**config.mk**
```make
export PLATFORM = sky130hd
export DESIGN_NAME = reg_write_arbiter
export DESIGN_NICKNAME = d
export VERILOG_FILES = /design/src/rtl/reg_write_arbiter_pkg.sv /design/src/rtl/reg_write_arbiter_rr_pick.sv /design/src/rtl/reg_write_arbiter.sv
export SDC_FILE = /design/constraint.sdc
export NUM_CORES = 1
export LEC_CHECK = 0
export BUFFER_PORTS_ARGS = -buffer_cell sky130_fd_sc_hd__buf_2
export CORE_MARGIN = 1.5
export CORE_UTILIZATION = 40
export DETAILED_ROUTE_END_ITERATION = 12
export GPL_TIMING_DRIVEN = 0
export PLACE_DENSITY_LB_ADDON = 0.2
export SYNTH_ARGS = -nofsm -noshare
export SYNTH_HDL_FRONTEND = slang
export SYNTH_SLANG_ARGS = --single-unit
export TNS_END_PERCENT = 5
```
**constraint.sdc**
```tcl
create_clock -name clk -period 4.7 [get_ports clk]
set_input_delay 0.94 -clock clk [delete_from_list [all_inputs] [get_ports clk]]
set_output_delay 0.94 -clock clk [all_outputs]
set_load 0.005 [all_outputs]
```
**src/rtl/reg_write_arbiter_pkg.sv**
```systemverilog
// Shared types and default sizing for the register write arbiter.
package reg_write_arbiter_pkg;

    localparam int DEFAULT_N_REQ = 4;
    localparam int DEFAULT_W     = 8;

    typedef enum logic [1:0] {
        IDLE  = 2'd0,
        WRITE = 2'd1,
        ACK   = 2'd2
    } state_t;

endpackage

```
**src/rtl/reg_write_arbiter_rr_pick.sv**
```systemverilog
// Combinational round-robin picker: chooses the lowest requesting index at or
// above the pointer, wrapping to the lowest requesting index below it.
module rr_pick #(
    parameter int N_REQ = 4,
    parameter int IDX_W = $clog2(N_REQ)
) (
    input  logic [N_REQ-1:0] req,
    input  logic [IDX_W-1:0] ptr,
    output logic             valid,
    output logic [IDX_W-1:0] index
);

    logic found;

    // Two ordered scans: first the upper window starting at ptr, then a wrap scan.
    always_comb begin
        valid = |req;
        index = '0;
        found = 1'b0;
        for (int i = 0; i < N_REQ; i++) begin
            if (!found && req[i] && (IDX_W'(i) >= ptr)) begin
                index = IDX_W'(i);
                found = 1'b1;
            end
        end
        for (int i = 0; i < N_REQ; i++) begin
            if (!found && req[i]) begin
                index = IDX_W'(i);
                found = 1'b1;
            end
        end
    end

endmodule

```
**src/rtl/reg_write_arbiter.sv**
```systemverilog
// Round-robin arbiter granting one requester at a time access to a shared
// enabled register bank: IDLE picks a winner, WRITE pulses the enable, ACK
// pulses the winner's acknowledge and advances the rotation pointer.
module reg_write_arbiter
    import reg_write_arbiter_pkg::*;
#(
    parameter int N_REQ = DEFAULT_N_REQ,
    parameter int W     = DEFAULT_W
) (
    input  logic                       clk,
    input  logic                       reset,
    input  logic [N_REQ-1:0]           req,
    input  logic [N_REQ*W-1:0]         req_data,
    output logic [N_REQ-1:0]           ack,
    output logic                       reg_en,
    output logic [W-1:0]               reg_d,
    output logic                       busy,
    output logic [$clog2(N_REQ)-1:0]   grant_id
);

    localparam int IDX_W = $clog2(N_REQ);

    state_t           state;
    state_t           next_state;
    logic [IDX_W-1:0] ptr;
    logic             pick_valid;
    logic [IDX_W-1:0] pick_index;

    rr_pick #(
        .N_REQ (N_REQ),
        .IDX_W (IDX_W)
    ) u_rr_pick (
        .req   (req),
        .ptr   (ptr),
        .valid (pick_valid),
        .index (pick_index)
    );

    assign busy = (state != IDLE);

    // State register; reset aborts any transaction in flight.
    always_ff @(posedge clk or posedge reset) begin
        if (reset) begin
            state <= IDLE;
        end else begin
            state <= next_state;
        end
    end

    // Next-state logic: a write, once started, always runs through ACK.
    always_comb begin
        next_state = state;
        case (state)
            IDLE:    if (pick_valid) next_state = WRITE;
            WRITE:   next_state = ACK;
            ACK:     next_state = IDLE;
            default: next_state = IDLE;
        endcase
    end

    // Registered datapath: winner and data are captured on entry to WRITE so
    // later req/req_data changes cannot disturb the committed write.
    always_ff @(posedge clk or posedge reset) begin
        if (reset) begin
            ptr      <= '0;
            grant_id <= '0;
            reg_d    <= '0;
            reg_en   <= 1'b0;
            ack      <= '0;
        end else begin
            reg_en <= 1'b0;
            ack    <= '0;
            case (state)
                IDLE: begin
                    if (pick_valid) begin
                        grant_id <= pick_index;
                        reg_d    <= req_data[int'(pick_index)*W +: W];
                        reg_en   <= 1'b1;
                    end
                end
                WRITE: begin
                    ack <= {{(N_REQ-1){1'b0}}, 1'b1} << grant_id;
                end
                ACK: begin
                    if (grant_id == IDX_W'(N_REQ-1)) begin
                        ptr <= '0;
                    end else begin
                        ptr <= grant_id + 1'b1;
                    end
                end
                default: ;
            endcase
        end
    end

endmodule

```
==> summary.txt, run 1 <==
Post-synth EDFFs = 0
total number of vias = 888
fin. max-slew vios = 0
FILL cells = 227
sum of buffers and inverters on the critical path = 1
most used standard cell by instance count after synthesis = sky130_fd_sc_hd__dfrtp_1
Cell Pwr Density = 546 nW/µm²
net count after synthesis = 135
worst-skew pair later-pin latency = 0.28 ns
Pwr Total = 738 µW
arrival time at the worst endpoint = 1.06 ns
Bufs on Longest Clock Path = 2
setup repair after global routing missed its margin = no
largest voltage drop on the vdd net = 0.000320 V
area of the die = 2870 µm²
final critical-path required period = 2.00 ns
number of gates given a new drive strength after cts = 0
final antenna diode count = 0
Post-DRT Antenna Nets = 0
standard-cell rows = 18
achievable frequency = 500 MHz
proportion of netlist area held by the largest area contributor = 46.5%
list of most frequent post-synthesis cells = sky130_fd_sc_hd__dfrtp_1 (19), sky130_fd_sc_hd__mux2i_1 (17), sky130_fd_sc_hd__nand2_1 (11)
average wire per standard cell = 11.9 µm
initial standard-cell utilization of the core = 41.7%
sequential element share of the synthesized area = 46.5%
residual DRC count = 0
total number of nets in the final design = 193
cells taking the most area after synthesis = sky130_fd_sc_hd__dfrtp_1 (46%), sky130_fd_sc_hd__mux2i_1 (17%), sky130_fd_sc_hd__o221ai_1 (6.8%)
detailed-routing iteration count for the pre-antenna-repair pass = 4
endpoint kind of the worst setup timing path = output pin
cell breakdown of the critical path = or2_1, buf_2
largest net degree at the start of global routing = 20
total detailed-routing wirelength = 2150 µm
placeable core region = 2450 µm²
initial antenna violation count = 0
Setup Viol. Count Final = 0
ys flop type = sky130_fd_sc_hd__dfrtp_1
first-pass GRT wire length = 3420 µm
Tightest Hold Check Type = flop to flop
Worst setup SP type = flop
required time of the critical path = 3.76 ns
number of buffers inserted during clock tree synthesis = 3
die width = 53.6 µm
RD Place Congestion = 0.717
vias in the first global route = 794
Sum Neg Setup Slack = 0 ns
CP delay by family, top = flip-flops
Chip Height = 53.6 µm
Async SR Flop Fraction = 100%
Avg Inst Size Synth = 11.0 µm²
area of the mapped netlist = 1020 µm²
count of endpoints failing hold in the final timing report = 0
Setup CP Type = flop to output pin
max-capacitance violation count = 0
Worst Skew = 0.000740 ns
sinks on the clock net = 19
number of buffers inserted by hold repair at cts = 0
Syn-to-layout area delta = 32.2%
Iter 0 DRT Violations = 8
worst-path cell with the longest stage delay = sky130_fd_sc_hd__dfrtp_1
CTS Root Cell = sky130_fd_sc_hd__clkbuf_4
register bit total from synthesis = 19
status = finished, final reports clean
largest area contributor in the netlist = sky130_fd_sc_hd__dfrtp_1
vias per cell = 4.93
GRT overflow = 0
clock tree from TritonCTS = built
Least-Margin Pin Slew = 0.681 ns
Clock transition at path regs = 0.10 ns
worst slew margin relative to its limit = 54.6%
synth unique cells = 26
worst stage delay on the critical path = 0.40 ns
final clock period utilization by the worst path = 42.5%
CTS H-Tree Depth = 1
fraction of layout cells with a size suffix above 1 = 42.0%
number of placed I/O pins = 54
GRT Total Usage = 16.6%
cell count after synthesis = 93
number of warnings printed during yosys synthesis = 0
Static Leakage = 0.733 nW
estimated wirelength of the detail-placed design = 1720 µm
Post CTS Setup Buffer Count = 0
critical path fanouts, max = 3
number of port buffers = 53
==> layout make-up <==
class / count / area, µm² / share of cell area (%)
buffer: 4 / 43.8 / 3.24
clock buffer: 4 / 26.3 / 1.94
inverter: 6 / 22.5 / 1.67
multi-input combinational: 64 / 482 / 35.6
sequential: 19 / 475 / 35.2
tap: 30 / 37.5 / 2.78
timing repair buffer: 53 / 265 / 19.6
==> path summary, 6_finish.rpt <==
path	from	end	slack, ns	depth (start not counted)
min in group asynchronous	reset	ack[1]	0.74	2
min	reg_d[3]	reg_d[3]	0.49	2
max reg2reg	ptr[1]	reg_d[0]	2.96	7
max in group asynchronous	reset	state[1]	3.53	2
max	state[1]	busy	2.70	2
min reg2reg	reg_d[3]	reg_d[3]	0.49	2
==> cells in the final DEF, fill, tap and decap left out <==
master	instances
sky130_fd_sc_hd__o31ai_1	1
sky130_fd_sc_hd__clkbuf_1	1
sky130_fd_sc_hd__ha_1	4
sky130_fd_sc_hd__nor2b_1	1
sky130_fd_sc_hd__clkinv_1	1
sky130_fd_sc_hd__dfrtp_1	19
sky130_fd_sc_hd__nor2_1	2
sky130_fd_sc_hd__o21ai_1	1
sky130_fd_sc_hd__buf_4	1
sky130_fd_sc_hd__o21ai_0	1
sky130_fd_sc_hd__o22ai_1	1
sky130_fd_sc_hd__buf_12	1
sky130_fd_sc_hd__nor3_2	1
sky130_fd_sc_hd__nor4_1	1
sky130_fd_sc_hd__inv_1	5
sky130_fd_sc_hd__buf_6	1
sky130_fd_sc_hd__nand2_1	11
sky130_fd_sc_hd__nand2_2	1
sky130_fd_sc_hd__or2_1	3
sky130_fd_sc_hd__and2_1	4
sky130_fd_sc_hd__clkbuf_4	3
sky130_fd_sc_hd__mux2i_1	17
sky130_fd_sc_hd__mux2_2	1
sky130_fd_sc_hd__o221ai_1	8
sky130_fd_sc_hd__buf_2	54
sky130_fd_sc_hd__nand2b_1	2
sky130_fd_sc_hd__o21a_1	1
sky130_fd_sc_hd__a21oi_1	3
==> metal layers <==
layer	wire, µm	up-vias	global-route usage [%]
li1	-	441	-
met3	102	2	2.50
met1	951	420	23.4
met2	1080	25	26.3
met5	0	-	0
met4	14	0	5.13
==> sequential cells by signal, indices dropped and copies added (netlist names) <==
name,cells
ack,4
grant_id,2
ptr,2
reg_d,8
reg_en,1
state,2
==> where the power goes <==
group	switching [mW]	leakage [nW]	total (mW)	internal, mW
clock network	0.0453	0.0150	0.0782	0.0329
registers	0.0437	0.239	0.281	0.237
logic	0.188	0.479	0.379	0.191
==> tightest hold or removal path, cell delays in order (launching register included) <==
cell and delay (ns):
sky130_fd_sc_hd__dfrtp_1 0.35, sky130_fd_sc_hd__nand2_1 0.05, sky130_fd_sc_hd__o221ai_1 0.06
==> logic make-up after synthesis <==
family | share of synthesized area (%)
flip-flops | 46.5
AND/OR/NAND/NOR | 13.1
adder cells (fa/ha/maj) | 4.89
AO/OA/AOI/OAI | 11.4
buffers and inverters | 6.48
multiplexers | 17.7
==> stage by stage <==
stage               worst slack [ns]  std cells  hold slack (ns)  utilization (%)  instance area, µm²
global placement                2.40        176            0.469             54.0                1330
global route                    2.55        180            0.532             55.1                1350
CTS                             2.69        180            0.495             55.1                1350
finish                          2.70        180            0.489             55.1                1350
floorplan                       2.69         93            0.448                -                1020
detailed placement              2.40        176            0.471             54.0                1330
Note: power is estimated with default switching activity, not from simulation.
==> inputs of run 2 (changes only) <==
Clock period 4.7 ns to 1.8 ns, I/O delays scaled along.
==> run 2 against run 1 <==
- largest power group unchanged
- register-to-register slack lost 2.8 ns
- first-iteration DRC count grew 25%
- critical path type is now flop to flop
- sequential share of layout area shrank 0.52 points
- utilization grew 0.97 points
- non-clock buffer count grew 3
- critical path depth grew 5
- wire length grew 1.8%
- clock power grew to 2.6 times the previous value
- clock skew is essentially flat
- cell count grew 1.7%
- combinational power grew to 2.7 times the previous value
- cell area grew 1.8%
- highest routed layer unchanged
==> summary.txt, run 2 (synthesis gave the netlist of run 1 again) <==
largest registers = reg_d: 8 flops, ack: 4 flops
area of the die = 2870 µm² (unchanged)
CP delay by family, top = flip-flops
Static Leakage = 0.747 nW (+1.9%)
number of buffers inserted during clock tree synthesis = 3 (unchanged)
number of flip-flops in the largest register = 8 (unchanged)
total number of vias = 899 (+1.2%)
Setup Viol. Count Final = 0 (unchanged)
worst-path cell with the longest stage delay = sky130_fd_sc_hd__dfrtp_2
sinks on the clock net = 19 (unchanged)
worst stage delay on the critical path = 0.43 ns (+0.03 ns)
total detailed-routing wirelength = 2190 µm (+1.8%)
GRT overflow = 0 (unchanged)
dpl cell area = 1330 µm² (unchanged)
highest-count cells in the layout ignoring fill and taps = sky130_fd_sc_hd__buf_2 (54), sky130_fd_sc_hd__dfrtp_1 (18), sky130_fd_sc_hd__mux2i_1 (17)
total number of nets in the final design = 196 (+1.6%)
initial antenna violation count = 0 (unchanged)
largest voltage drop on the vdd net = 0.000838 V (+160%)
final clock period utilization by the worst path = 90.8%
Clock transition at path regs = 0.10 ns (about the same)
achievable frequency = 612 MHz
final antenna diode count = 0 (unchanged)
Setup CP Type = flop to flop
Post-DRT Antenna Nets = 0 (unchanged)
Chip Height = 53.6 µm (unchanged)
count of endpoints failing hold in the final timing report = 0 (unchanged)
Worst Skew = 0.00115 ns (+0.000407 ns)
endpoint kind of the worst setup timing path = flop
register name with the most flops = reg_d
Cell Pwr Density = 1430 nW/µm² (+160%)
fraction of the core area covered by cells at the end of the flow = 56.1% (+0.97 points)
Worst Reg-to-Reg Cells = 7 (unchanged)
number of buffers inserted by hold repair at cts = 0 (unchanged)
vias per cell = 4.91 (-0.42%)
die width = 53.6 µm (unchanged)
fraction of layout cells with a size suffix above 1 = 43.8% (+1.8 points)
first-pass GRT wire length = 3420 µm (unchanged)
standard-cell rows = 18 (unchanged)
Tightest Hold Check Type = primary input to async pin
setup repair after global routing missed its margin = no
status = finished, final reports clean
worst path setup slack after routing = 0.165 ns (-2.54 ns)
max-capacitance violation count = 0 (unchanged)
FILL cells = 229 (+0.88%)
worst slack at placement = 0.0696 ns (-2.33 ns)
Critical Path Source = ptr[1]
capture point of the worst reg-to-reg path = reg_d[0]
average wire per standard cell = 11.9 µm (+0.15%)
Reg2Reg Setup Slack = 0.16 ns (-2.80 ns)
Bufs on Longest Clock Path = 2 (unchanged)
summed area of non-filler cells in the final layout = 1380 µm² (+1.8%)
cell breakdown of the critical path = mux2i_1, nor2_1, nor3_2, buf_6, buf_12, mux2i_1, o221ai_1
Worst setup SP type = flop
sum of buffers and inverters on the critical path = 2 (+1)
final critical-path required period = 1.64 ns
arrival time at the worst endpoint = 1.80 ns (+0.74 ns)
vias in the first global route = 794 (unchanged)
GRT Total Usage = 16.6% (unchanged)
detailed-routing iteration count for the pre-antenna-repair pass = 4 (unchanged)
worst slew margin relative to its limit = 54.5% (-0.086 points)
residual DRC count = 0 (unchanged)
number of port buffers = 53 (unchanged)
critical path fanouts, max = 10 (+7)
Worst Setup EP = reg_d[0]
required time of the critical path = 1.96 ns (-1.80 ns)
CTS Root Cell = sky130_fd_sc_hd__clkbuf_4
number of placed I/O pins = 54 (unchanged)
placeable core region = 2450 µm² (unchanged)
CTS H-Tree Depth = 1 (unchanged)
Sum Neg Setup Slack = 0 ns (unchanged)
Critical R2R Launch = ptr[1]
most common cell after layout, fill and taps aside = sky130_fd_sc_hd__buf_2
number of cells on the critical path = 7 (+5)
fin. max-slew vios = 0 (unchanged)
initial standard-cell utilization of the core = 41.7% (unchanged)
RD Place Congestion = 0.717 (unchanged)
estimated wirelength of the detail-placed design = 1720 µm (unchanged)
largest net degree at the start of global routing = 20 (unchanged)
Syn-to-layout area delta = 34.5%
Iter 0 DRT Violations = 10 (+2)
Top cell by count, worst path = sky130_fd_sc_hd__mux2i_1
Least-Margin Pin Slew = 0.682 ns (+0.00128 ns)
clock tree from TritonCTS = built
worst-skew pair later-pin latency = 0.28 ns (about the same)
==> run 2: cell types whose count changed in the layout (fill, tap and decap cells not counted) <==
cell / previous run / this run
sky130_fd_sc_hd__dfrtp_2: 0 / 1
sky130_fd_sc_hd__buf_4: 1 / 4
sky130_fd_sc_hd__dfrtp_1: 19 / 18
==> run 2: routing by layer <==
layer | share of wire, % | track usage (%) | up-vias
met5 | 0 | 0 | -
met4 | 0.64 | 5.13 | 0
met3 | 4.9 | 2.50 | 2
met2 | 50 | 26.3 | 27
met1 | 45 | 23.4 | 421
li1 | - | - | 449
==> run 2: layout make-up <==
| type | instances | area, µm² | area share [%] |
|---|---|---|---|
| Timing Repair Buffer | 56 | 288 | 20.9 |
| Buffer | 4 | 43.8 | 3.18 |
| Clock buffer | 4 | 26.3 | 1.91 |
| Inverter | 6 | 22.5 | 1.64 |
| Multi-Input combinational cell | 64 | 482 | 35.0 |
| Sequential cell | 19 | 477 | 34.6 |
| Tap cell | 30 | 37.5 | 2.73 |
==> run 2: what timing repair did <==
| item | CTS | global route |
|---|---|---|
| resized for setup | 0 | 1 |
| endpoints found under the setup margin | 0 | 8 |
| setup buffers | 0 | 3 |
==> run 2: how the worst min path moves through the flow <==
stage	depth (start not counted)	slack, ns	startpoint	endpoint
2_1_floorplan	1	0.31	reset	ack[0]
3_3_place_gp	2	0.47	reg_d[2]	reg_d[2]
3_5_place_dp	2	0.47	reg_d[5]	reg_d[5]
4_1_cts	2	0.20	reset	ack[1]
5_1_grt	2	0.22	reset	ack[0]
6_report	2	0.16	reset	ack[1]
==> run 2: power breakdown <==
part,switching (mW),internal (mW)
Clock,0.119,0.0860
Sequential,0.113,0.621
Combinational,0.502,0.532
==> run 2: per-stage QoR <==
stage,power (mW),std cells,hold WS (ns)
final,1.97,183,0.158
after global routing,2.16,183,0.225
after CTS,1.95,180,0.196
after detailed placement,1.75,176,0.471
after global placement,1.72,176,0.469
after floorplan,1.40,93,0.311
==> inputs of run 3 (changes only) <==
Settings changed: CORE_ASPECT_RATIO from default to 1.25, SLEW_MARGIN from default to 20.
==> run 3 against run 2 <==
- clock power grew 6%
- die area about the same
- global-route usage up 1.3 points
- flip-flop and latch count is the same
- sequential share of layout area down 0.31 points
- critical path type unchanged
- largest cell class unchanged
==> summary.txt, run 3 (synthesis gave the netlist of run 1 again) <==
clock tree from TritonCTS = built
vias per cell = 4.90 (-0.18%)
worst slew margin relative to its limit = 52.4% (-2.1 points)
Pwr Total = 2.01 mW (+1.9%)
Iter 0 DRT Violations = 9 (-1)
Bufs on Longest Clock Path = 2 (unchanged)
CTS Root Cell = sky130_fd_sc_hd__clkbuf_4
required time of the critical path = 2.02 ns (+0.06 ns)
worst slack at placement = 0.0479 ns (-0.0217 ns)
total number of vias = 917 (+2.0%)
setup repair after global routing missed its margin = no
number of flip-flops in the largest register = 8 (unchanged)
fraction of layout cells with a size suffix above 1 = 44.8% (+1.0 points)
Worst setup SP type = flop
Setup CP Type = flop to flop
vias in the first global route = 842 (+6.0%)
first-pass GRT wire length = 3680 µm (+7.5%)
Syn-to-layout area delta = 35.7%
Static Leakage = 0.754 nW (+1.0%)
largest registers = reg_d: 8 flops, ack: 4 flops
Tightest Hold Check Type = primary input to async pin
final critical-path required period = 1.64 ns (+0.00174 ns)
arrival time at the worst endpoint = 1.86 ns (+0.06 ns)
Worst Skew = 0.00761 ns (+0.00647 ns)
status = finished, final reports clean
average wire per standard cell = 12.0 µm (+0.19%)
dpl cell area = 1330 µm² (+0.28%)
endpoint kind of the worst setup timing path = flop
Sum Neg Setup Slack = 0 ns (unchanged)
CTS H-Tree Depth = 1 (unchanged)
critical path fanouts, max = 10 (unchanged)
Cell Pwr Density = 1450 nW/µm² (+0.95%)
largest net degree at the start of global routing = 20 (unchanged)
Post-DRT Antenna Nets = 0 (unchanged)
total detailed-routing wirelength = 2240 µm (+2.4%)
worst path setup slack after routing = 0.163 ns (-0.00174 ns)
worst-skew pair later-pin latency = 0.30 ns (+0.02 ns)
Setup Viol. Count Final = 0 (unchanged)
initial standard-cell utilization of the core = 42.2% (+0.47 points)
number of buffers inserted by hold repair at cts = 0 (unchanged)
achievable frequency = 611 MHz (-0.11%)
RD Place Congestion = 0.732 (+2.1%)
register name with the most flops = reg_d
total number of nets in the final design = 197 (+0.51%)
number of port buffers = 53 (unchanged)
number of placed I/O pins = 54 (unchanged)
placeable core region = 2430 µm² (-1.1%)
highest-count cells in the layout ignoring fill and taps = sky130_fd_sc_hd__buf_2 (54), sky130_fd_sc_hd__dfrtp_1 (18), sky130_fd_sc_hd__mux2i_1 (17)
max-capacitance violation count = 0 (unchanged)
summed area of non-filler cells in the final layout = 1390 µm² (+0.91%)
residual DRC count = 0 (unchanged)
detailed-routing iteration count for the pre-antenna-repair pass = 4 (unchanged)
number of buffers inserted during clock tree synthesis = 3 (unchanged)
initial antenna violation count = 0 (unchanged)
fraction of the core area covered by cells at the end of the flow = 57.2% (+1.2 points)
Clock transition at path regs = 0.11 ns (about the same)
GRT overflow = 0 (unchanged)
GRT Total Usage = 17.9% (+1.3 points)
fin. max-slew vios = 0 (unchanged)
final clock period utilization by the worst path = 90.9% (+0.096 points)
largest voltage drop on the vdd net = 0.000778 V (-7.1%)
Least-Margin Pin Slew = 0.713 ns (+0.0311 ns)
final antenna diode count = 0 (unchanged)
sinks on the clock net = 19 (unchanged)
most common cell after layout, fill and taps aside = sky130_fd_sc_hd__buf_2
standard-cell rows = 20 (+2)
area of the die = 2870 µm² (about the same)
estimated wirelength of the detail-placed design = 1700 µm (-1.0%)
die width = 48.2 µm (-10%)
Chip Height = 59.6 µm (+11%)
count of endpoints failing hold in the final timing report = 0 (unchanged)
run 3: cell count changes in the layout (fill, tap and decap cells not counted), sizes merged:
cell and change:
buf +1, clkinv +1, clkbuf -1
run 3: critical path: stages (launching register included):
cell,delay [ns]
sky130_fd_sc_hd__dfrtp_1,0.41
sky130_fd_sc_hd__or2_1,0.24
sky130_fd_sc_hd__or2_1,0.25
sky130_fd_sc_hd__buf_4,0.18
sky130_fd_sc_hd__clkinv_1,0.11
sky130_fd_sc_hd__nand2_2,0.14
sky130_fd_sc_hd__o221ai_1,0.23
run 3: cell type report:
type,count,area [µm²]
inverters,6,22.5
clock buffers,3,22.5
multi-input cells,64,482
plain buffers,4,43.8
clock inverters,1,5.00
well taps,33,41.3
fillers,231,1040
flip-flops and latches,19,477
repair buffers,57,295
run 3: worst paths after layout:
kind / from / endpoint / slack, ns / cells after the start
setup / recovery: state[1] / reg_d[1] / 0.16 / 6
hold / removal: reset / ack[0] / 0.15 / 2
setup reg to reg: state[1] / reg_d[1] / 0.16 / 6
hold reg to reg: reg_d[6] / reg_d[6] / 0.49 / 2
max in group asynchronous: reset / ptr[1] / 1.15 / 2
min in group clk: req_data[21] / reg_d[5] / 0.37 / 3
run 3: metrics by stage:
stage / std cells / hold WS, ns
floorplan: 93 / 0.311
global placement: 179 / 0.467
detailed placement: 179 / 0.472
CTS: 183 / 0.176
global route: 187 / 0.237
finish: 187 / 0.153
run 3: what timing repair did:
action / 4_1_cts / 5_1_grt
endpoints found under the hold margin: 0 / 0
buffers inserted: 0 / 4
resized for setup: 0 / 1
setup endpoints to repair: 0 / 6
run 3: power breakdown:
part | leakage (nW) | internal (mW) | switching (mW)
clock | 0.0177 | 0.0828 | 0.134
sequential | 0.238 | 0.622 | 0.121
combinational | 0.499 | 0.544 | 0.507
run 3: routing by layer:
layer / vias to the layer above / track usage, % / routed length [µm] / part of all wire [%]
li1: 449 / - / - / -
met1: 429 / 23.2 / 953 / 43
met2: 37 / 28.8 / 1140 / 51
met3: 2 / 1.83 / 125 / 5.6
met4: 0 / 8.11 / 18 / 0.80
met5: - / 0 / 0 / 0
